File: src/rtl/ret_stack_ctrl_pkg.sv
// +--------------------------------------------------------------------------+
// | ret_stack_ctrl_pkg : shared widths and op decode for the return stack    |
// | Revision: 1.0                                                            |
// +--------------------------------------------------------------------------+
`default_nettype none

package ret_stack_ctrl_pkg;

  localparam int RS_ADDR_W = 8;
  localparam int RS_DEPTH  = 16;

  typedef enum logic [1:0] {
    OP_NONE = 2'd0,
    OP_PUSH = 2'd1,
    OP_POP  = 2'd2,
    OP_SWAP = 2'd3
  } stk_op_e;

  // A flushed slot (valid_in low) never touches the stack.
  function automatic stk_op_e decode_op(input logic valid, input logic call, input logic ret);
    stk_op_e op;
    op = OP_NONE;
    if (valid) begin
      unique case ({call, ret})
        2'b10:   op = OP_PUSH;
        2'b01:   op = OP_POP;
        2'b11:   op = OP_SWAP;
        default: op = OP_NONE;
      endcase
    end
    return op;
  endfunction

endpackage

`default_nettype wire

File: src/rtl/ret_stack_mem.sv
// +--------------------------------------------------------------------------+
// | ret_stack_mem : DEPTH x ADDR_W register array, 1 sync write, 1 async rd  |
// | Revision: 1.0                                                            |
// +--------------------------------------------------------------------------+
`default_nettype none

module ret_stack_mem #(
  parameter int ADDR_W = 8,
  parameter int DEPTH  = 16,
  parameter int PTR_W  = 4
) (
  input  logic              clk,
  input  logic              we_i,
  input  logic [PTR_W-1:0]  waddr_i,
  input  logic [ADDR_W-1:0] wdata_i,
  input  logic [PTR_W-1:0]  raddr_i,
  output logic [ADDR_W-1:0] rdata_o
);

  logic [ADDR_W-1:0] mem_q [DEPTH];

  always_ff @(posedge clk) begin
    if (we_i) begin
      mem_q[waddr_i] <= wdata_i;
    end
  end

  assign rdata_o = mem_q[raddr_i];

endmodule

`default_nettype wire

File: src/rtl/ret_stack_ctrl.sv
// +--------------------------------------------------------------------------+
// | ret_stack_ctrl : call/return address stack controller with wrap + flags  |
// | Revision: 1.0                                                            |
// +--------------------------------------------------------------------------+
`default_nettype none

module ret_stack_ctrl
  import ret_stack_ctrl_pkg::*;
#(
  parameter int ADDR_W = RS_ADDR_W,
  parameter int DEPTH  = RS_DEPTH,
  parameter int PTR_W  = $clog2(DEPTH)
) (
  input  logic              clk,
  input  logic              rst,
  input  logic              valid_in,
  input  logic              call,
  input  logic              ret,
  input  logic [ADDR_W-1:0] pcp1,
  input  logic              err_clr,
  output logic [ADDR_W-1:0] ret_addr,
  output logic              empty,
  output logic              full,
  output logic [PTR_W:0]    count,
  output logic              ovf_err,
  output logic              unf_err,
  output logic              ret_taken
);

  localparam logic [PTR_W:0] CNT_FULL = (PTR_W+1)'(DEPTH);

  logic [PTR_W-1:0]  top_q, top_d, top_m1, waddr;
  logic [PTR_W:0]    count_q, count_d;
  logic              ovf_q, ovf_d, unf_q, unf_d, ret_taken_q;
  logic              ovf_set, unf_set, we;
  logic [ADDR_W-1:0] rdata;
  stk_op_e           op;

  assign op     = decode_op(valid_in, call, ret);
  assign top_m1 = top_q - PTR_W'(1);
  assign empty  = (count_q == '0);
  assign full   = (count_q == CNT_FULL);

  always_comb begin
    top_d   = top_q;
    count_d = count_q;
    ovf_set = 1'b0;
    unf_set = 1'b0;
    we      = 1'b0;
    waddr   = top_q;
    unique case (op)
      OP_PUSH: begin
        // When full, the slot at top is the oldest entry, so it is overwritten.
        we    = 1'b1;
        top_d = top_q + PTR_W'(1);
        if (full) ovf_set = 1'b1;
        else      count_d = count_q + 1'b1;
      end
      OP_POP: begin
        if (empty) begin
          unf_set = 1'b1;
        end else begin
          top_d   = top_m1;
          count_d = count_q - 1'b1;
        end
      end
      OP_SWAP: begin
        we = 1'b1;
        if (empty) begin
          top_d   = top_q + PTR_W'(1);
          count_d = count_q + 1'b1;
          unf_set = 1'b1;
        end else begin
          waddr = top_m1;
        end
      end
      default: ;
    endcase
    ovf_d = ovf_set | (ovf_q & ~err_clr);
    unf_d = unf_set | (unf_q & ~err_clr);
  end

  always_ff @(posedge clk) begin
    if (rst) begin
      top_q       <= '0;
      count_q     <= '0;
      ovf_q       <= 1'b0;
      unf_q       <= 1'b0;
      ret_taken_q <= 1'b0;
    end else begin
      top_q       <= top_d;
      count_q     <= count_d;
      ovf_q       <= ovf_d;
      unf_q       <= unf_d;
      ret_taken_q <= (op == OP_POP) || (op == OP_SWAP);
    end
  end

  ret_stack_mem #(
    .ADDR_W (ADDR_W),
    .DEPTH  (DEPTH),
    .PTR_W  (PTR_W)
  ) u_mem (
    .clk     (clk),
    .we_i    (we & ~rst),
    .waddr_i (waddr),
    .wdata_i (pcp1),
    .raddr_i (top_m1),
    .rdata_o (rdata)
  );

  assign ret_addr  = empty ? '0 : rdata;
  assign count     = count_q;
  assign ovf_err   = ovf_q;
  assign unf_err   = unf_q;
  assign ret_taken = ret_taken_q;

endmodule

`default_nettype wire

File: config.mk
export PLATFORM = sky130hd
export DESIGN_NAME = ret_stack_ctrl
export DESIGN_NICKNAME = d
export VERILOG_FILES = /design/src/rtl/ret_stack_ctrl_pkg.sv /design/src/rtl/ret_stack_mem.sv /design/src/rtl/ret_stack_ctrl.sv
export SDC_FILE = /design/constraint.sdc
export NUM_CORES = 1
export LEC_CHECK = 0
export CELL_PAD_IN_SITES_DETAIL_PLACEMENT = 2
export CELL_PAD_IN_SITES_GLOBAL_PLACEMENT = 2
export CORE_MARGIN = 5
export CORE_UTILIZATION = 48
export DETAILED_ROUTE_END_ITERATION = 12
export PLACE_DENSITY_LB_ADDON = 0.1
export SYNTH_ARGS = -nofsm -noshare
export SYNTH_HDL_FRONTEND = slang
export SYNTH_SLANG_ARGS = --single-unit
File: constraint.sdc
create_clock -name clk -period 5.7 [get_ports clk]
set_clock_uncertainty 0.1 [all_clocks]
set_input_delay 1.14 -clock clk [delete_from_list [all_inputs] [get_ports clk]]
set_output_delay 1.14 -clock clk [all_outputs]
set_load 0.02 [all_outputs]
---- After elaboration in Yosys (flattened, before gate mapping) ----
Memory sizes are Yosys's and may differ from the RTL's.
Index checks and enable logic that the tools add are counted.
cells by class
  $add $sub $neg .......................... 4
  $mul .................................... 0
  divide/modulo/power cells ............... 0
  $lt $le $gt $ge ......................... 0
  equality and inequality tests ........... 10
  shift-type cells ........................ 0
  multiplexer cells ....................... 18
  bitwise gates (word level) .............. 7
  reductions and logical operators ........ 7
operator list
  cell                 number
  $mux 5               3
  $pmux 5 s3           1
  $mux 4               3
  $pmux 4 s3           1
  $eq 2x2->1 const B   4
  $mux 8               1
  $mux 1               7
  $ne 2x2->1 const B   3
  $pmux 2 s3           1
  $add 5x1->5 const B  1
  $eq 5x5->1 const B   1
  $logic_not 5->1      1
  $sub 5x1->5 const B  1
  $add 4x1->4 const B  1
  $eq 2x1->1 const B   2
  $reduce_and 4->1     1
  $reduce_or 2->1      2
  $sub 4x1->4 const B  1
  $and 1x1->1          3
  $reduce_bool 3->1    1
  $mux 2               1
  $not 1->1            2
  $or 1x1->1           2
  $reduce_and 2->1     1
  $logic_or 1x1->1     1
word-level totals
  register bits after elaboration ......... 12
  latch bits .............................. 0
  RAM bits ................................ 128
  bits in read-only memories .............. 0
  bits of input ports ..................... 14
  output and inout bits ................... 18
  logic and storage cells ................. 52
  memories kept ........................... 1
memories
  memory       depth  bits a word  read ports  clocked after memory_dff  wr ports  line                 source
  u_mem.mem_q  16     8            1           0                         1         ret_stack_mem.sv:20  logic [ADDR_W-1:0] mem_q [DEPTH];

---- Depth between registers and ports, before layout ----
Gate-level depths: netlist of run 1.
  depth in word-level cells ............... 9
  mapped depth ............................ 11
  gate-level depth less buffers ........... 9

---- By module ----
Synthesis of run 1 repeated with hierarchy kept, for this count alone.
unflattened totals
  cells, all modules ...................... 339
  area total of the unflattened synthesis .. 5906.9 um^2
by module, submodules not included
  module          times used  cells each  area an instance (um^2)  seq. area each (um^2)
  ret_stack_mem   1           221         4987.3                   3843.7
  ret_stack_ctrl  1           118         919.6                    240.2

---- Worst setup path before layout of run 1 ----
Ideal clock, no wire load.
  kind .................................... reg2out
  from .................................... register top_q[0]
  to ...................................... output ret_addr[0]
  arrival time ............................ 2.465 ns
  data required time ...................... 4.460 ns
  slack ................................... 1.995 ns
  stages on the path, launching flop included .. 10
  path buffers ............................ 4
  path through ............................ dfxtp_1 > clkbuf_1 > buf_2 > inv_1 > ha_1 > clkbuf_1 > clkbuf_1 > mux4_2 > mux2i_1 > o22ai_1
on the way
  longest elaborated chain between the ends .. 3
ends and longest elaborated chain
  item                      line                   source
  start: declaration        ret_stack_ctrl.sv:32   logic [PTR_W-1:0] top_q, top_d, top_m1, waddr;
  start signal: assignment  ret_stack_ctrl.sv:91   top_q <= top_d;
  $sub 4x1->4               ret_stack_ctrl.sv:40   assign top_m1 = top_q - PTR_W'(1);
  $mem_v2 16x8              n/a
  $mux 8                    ret_stack_ctrl.sv:112  assign ret_addr = empty ? '0 : rdata;
  end: declaration          ret_stack_ctrl.sv:21   output logic [ADDR_W-1:0] ret_addr,
No other way between the ends.

---- Final worst setup path of run 1 ----
  from .................................... register top_q[1]
  to ...................................... output ret_addr[7]
The elaborated chain is that of the path after synthesis.

==> impl_metrics.yaml, run 1 <==
layout:
  insertedDiodeCount: 0
  fraction_of_layout_instances_using_a_drive_strength_above_1_pct: 19.80
  finalInstanceArea_um2: 7036
  area_growth_syn_to_fin_pct: 17.51
  fillCellCount: 1039
  final_net_count: 408
worst_hold_path:
  holdPathStages: 2
  hold_class: "reg2reg"
timing:
  setup_viol_count_final: 0
  post-route-period-util_pct: 89.37
  timing_hold_violations_final: 0
  max_freq_mhz: 196.3
  maxSlewViolCount: 0
  rsz0062_at_grt: "false"
  fin_tns_setup_ps: 0
  maxSlewHeadroom_pct: 24.52
  final_min_period_ps: 5094
  worst-slew-pin-transition_ps: 1128
logic_synthesis:
  synthesis.instances: 354
  synth.net_count: 374
  synth.cell_area_um2: 5987
  count_leader_synth: "sky130_fd_sc_hd__edfxtp_1"
  synth_enable_flop_cells: 128
  ys.flop_type: "sky130_fd_sc_hd__edfxtp_1"
  synth-seq-area-share_pct: 68.21
  synthDominantAreaCellType: "sky130_fd_sc_hd__edfxtp_1"
  yosys_register_bits: 140
  top_cells_by_area_in_the_synthesized_netlist: "sky130_fd_sc_hd__edfxtp_1, sky130_fd_sc_hd__mux4_2, sky130_fd_sc_hd__dfxtp_1"
  synth.top_cells.by_count: "sky130_fd_sc_hd__edfxtp_1, sky130_fd_sc_hd__nor2_1, sky130_fd_sc_hd__mux4_2"
  ys_async_sr_fraction_pct: 0
  synth_cell_types: 50
  synthDominantCellAreaShare_pct: 64.20
  synth-warning-count: 0
  synthesis.area_per_instance_um2: 16.91
setup_path:
  timing.reg2reg.worst_path_depth: 6
  crit_arrival_ps: 3850
  critical_path.max_fanout: 23
  worstPathRequired_ps: 4460
  worst_setup_path_end_kind: "primary output"
  worst_path_max_stage_delay_ps: 990
  cp_cell_sequence: "inv_1 > ha_1 > buf_4 > mux4_2 > mux2i_1 > o22ai_1 > clkdlybuf4s50_1"
  critical-path-slowest-cell: "sky130_fd_sc_hd__ha_1"
  critPathLaunchType: "flop"
  criticalPathCategory: "reg2out"
grt:
  use_met1_pct: 30.22
  met3_usage_pct: 5.478
  gr-usage-all-layers_pct: 23.61
  first_global_vias: 3790
  grt_start_max_net_pins: 42
  global_route_wire_length_before_repair_mm: 24.54
  globalRoute.totalOverflow: 0
  grt_busiest_layer: "met2"
  antenna_violations_before_repair: 0
  groute.layer.met2.usage_pct: 40.28
power_and_ir_drop:
  power.share.switching_pct: 28.33
  cellLeakagePower_nw: 2.282
  cellPowerDensity_nw_per_um2: 415.8
  power_frac_clock_pct: 38.9
  ir_drop_uv: 354.7
  combinationalPowerShare_pct: 21.5
  sequentialPowerShare_pct: 39.6
  power.switching_mw: 0.8288
  cellInternalPower_mw: 2.097
  total_power_after_layout_mw: 2.925
clock_tree:
  postCtsSetupRepairBufs: 0
  cts_tree: "yes"
  cts.path.max_buffers: 2
  cts_resized: 0
  insertion_delay_ps: 420
  cts_num_sinks: 140
  clock_slew_seen_by_the_registers_of_the_worst_setup_and_hold_paths_ps: 60
  hold_buffers: 0
  cts.root.buffer_cell: "sky130_fd_sc_hd__clkbuf_16"
  h-tree-depth: 4
  numCtsBuffers: 17
placed_design:
  dpl-instance-area_um2: 6442
  dp_hpwl_mm: 10.03
  gp_congestion: 0.7439
  port_buffers: 31
floorplan:
  die_ar_um2: 14810
  num_rows: 40
  effective_utilization_at_floorplan_pct: 49.43
  design.portCount: 32
  dieHeight_um: 121.7
  chipWidth_um: 121.7
  fp.coreArea_um2: 12110
routing:
  drt-pass1-iter-count: 4
  vias_per_cell: 5.968
  ant_nets: 0
  finalWirelength_mm: 16.36
  routed_wire_length_per_instance_um: 28.86
  detail_route.iter0.violations: 320
  route.vias.total: 3384
  post-route-drc-count: 0
job:
  cap_viol_max_count: 0
outcome:
  run_status: "completed"
[area by class of cell]
cell class                      instances  area (um^2)  area share, %
Clock inverter                         13        167.7          2.383
Tap cell                              168        210.2          2.988
Sequential cell                       140         4085          58.07
Multi-Input combinational cell        185         1777          25.25
Clock buffer                           17        425.4          6.047
Inverter                               10        37.54         0.5335
Timing Repair Buffer                   34        332.8          4.731
[cells in the final DEF (no fill, tap or decap), types with 2 or more instances in the layout]
master	n
sky130_fd_sc_hd__edfxtp_1	128
sky130_fd_sc_hd__nor2_1	38
sky130_fd_sc_hd__mux4_2	32
sky130_fd_sc_hd__clkdlybuf4s50_1	31
sky130_fd_sc_hd__mux2i_1	18
sky130_fd_sc_hd__clkbuf_16	17
sky130_fd_sc_hd__dfxtp_1	11
sky130_fd_sc_hd__nand2_1	10
sky130_fd_sc_hd__nor3_1	10
sky130_fd_sc_hd__inv_1	9
sky130_fd_sc_hd__o22ai_1	9
sky130_fd_sc_hd__a21oi_1	6
sky130_fd_sc_hd__xnor2_1	6
sky130_fd_sc_hd__ha_1	5
sky130_fd_sc_hd__nand2b_1	4
sky130_fd_sc_hd__clkinv_4	4
sky130_fd_sc_hd__nor2b_1	3
sky130_fd_sc_hd__nand3_1	3
sky130_fd_sc_hd__a31oi_1	3
sky130_fd_sc_hd__bufinv_16	3
sky130_fd_sc_hd__buf_4	3
sky130_fd_sc_hd__xor2_1	2
sky130_fd_sc_hd__a211oi_2	2
sky130_fd_sc_hd__and3_1	2
sky130_fd_sc_hd__o21ai_1	2
sky130_fd_sc_hd__a211o_1	2
sky130_fd_sc_hd__o21ai_0	2
sky130_fd_sc_hd__nor3_2	2
sky130_fd_sc_hd__nor4_1	2
sky130_fd_sc_hd__a21o_1	2
sky130_fd_sc_hd__clkinv_2	2
sky130_fd_sc_hd__clkinvlp_4	2
sky130_fd_sc_hd__inv_6	2
[logic make-up (layout without fill, tap and decap cells)]
family / count (synthesis) / count (layout) / synth area share [%]
flip-flops: 140 / 140 / 68.21
AND/OR/NAND/NOR: 82 / 82 / 7.022
multiplexers: 50 / 50 / 15.05
AO/OA/AOI/OAI: 38 / 38 / 4.598
buffers and inverters: 29 / 74 / 2.111
XOR/XNOR: 9 / 9 / 1.630
adder cells (fa/ha/maj): 6 / 6 / 1.379
[power by group through the flow]
stage | Clock [mW] | Sequential (mW) | Combinational, mW
final | 1.14 | 1.16 | 0.630
after global routing | 1.21 | 1.16 | 0.664
after CTS | 1.15 | 1.16 | 0.639
after detailed placement | 0 | 1.18 | 0.627
after global placement | 0 | 1.18 | 0.608
after floorplan | 0 | 1.17 | 0.423
[sequential cells by signal (all words and copies together), names as in the netlist]
name / count
u_mem.mem_q: 128
count: 5
top_q: 4
ovf_err: 1
ret_taken: 1
unf_err: 1
[metal layers]
| layer | vias to the layer above | part of all wire [%] |
|---|---|---|
| li1 | 1467 | - |
| met1 | 1797 | 42 |
| met2 | 105 | 52 |
| met3 | 15 | 4.4 |
| met4 | 0 | 1.4 |
| met5 | - | 0 |
[path summary, 6_finish.rpt]
kind | start | endpoint | slack (ps)
min reg2reg | unf_err | unf_err | 390
max | top_q[1] | ret_addr[7] | 610
min | unf_err | unf_err | 390
max reg2reg | top_q[1] | u_mem.mem_q[12][1] | 1890
[critical path: cells and delay by family, from the launching register on]
| kind | cells | cell delay [ps] |
|---|---|---|
| AOI/OAI and AO/OA | 1 | 150 |
| adders and majority gates | 1 | 990 |
| buffers and inverters | 3 | 1130 |
| DFF | 1 | 550 |
| muxes | 2 | 580 |
[stage by stage]
stage | hold WS (ps) | setup slack [ps] | std cells | utilization, %
after floorplan | 480.2 | 1995 | 354 | -
after global placement | 374.0 | 1216 | 537 | 53.19
after detailed placement | 385.4 | 1062 | 537 | 53.19
after CTS | 399.8 | 527.9 | 567 | 58.09
after global routing | 423.8 | 465.7 | 567 | 58.09
final | 389.7 | 606.1 | 567 | 58.09
Power figures use the tool's default switching activity.
==> run 2: changes to the inputs <==
- ABC_AREA: default -> 0
- HOLD_SLACK_MARGIN: default -> 0.15
==> results of run 2 <==
Final layout, timing and power as in run 1 (identical DEF).
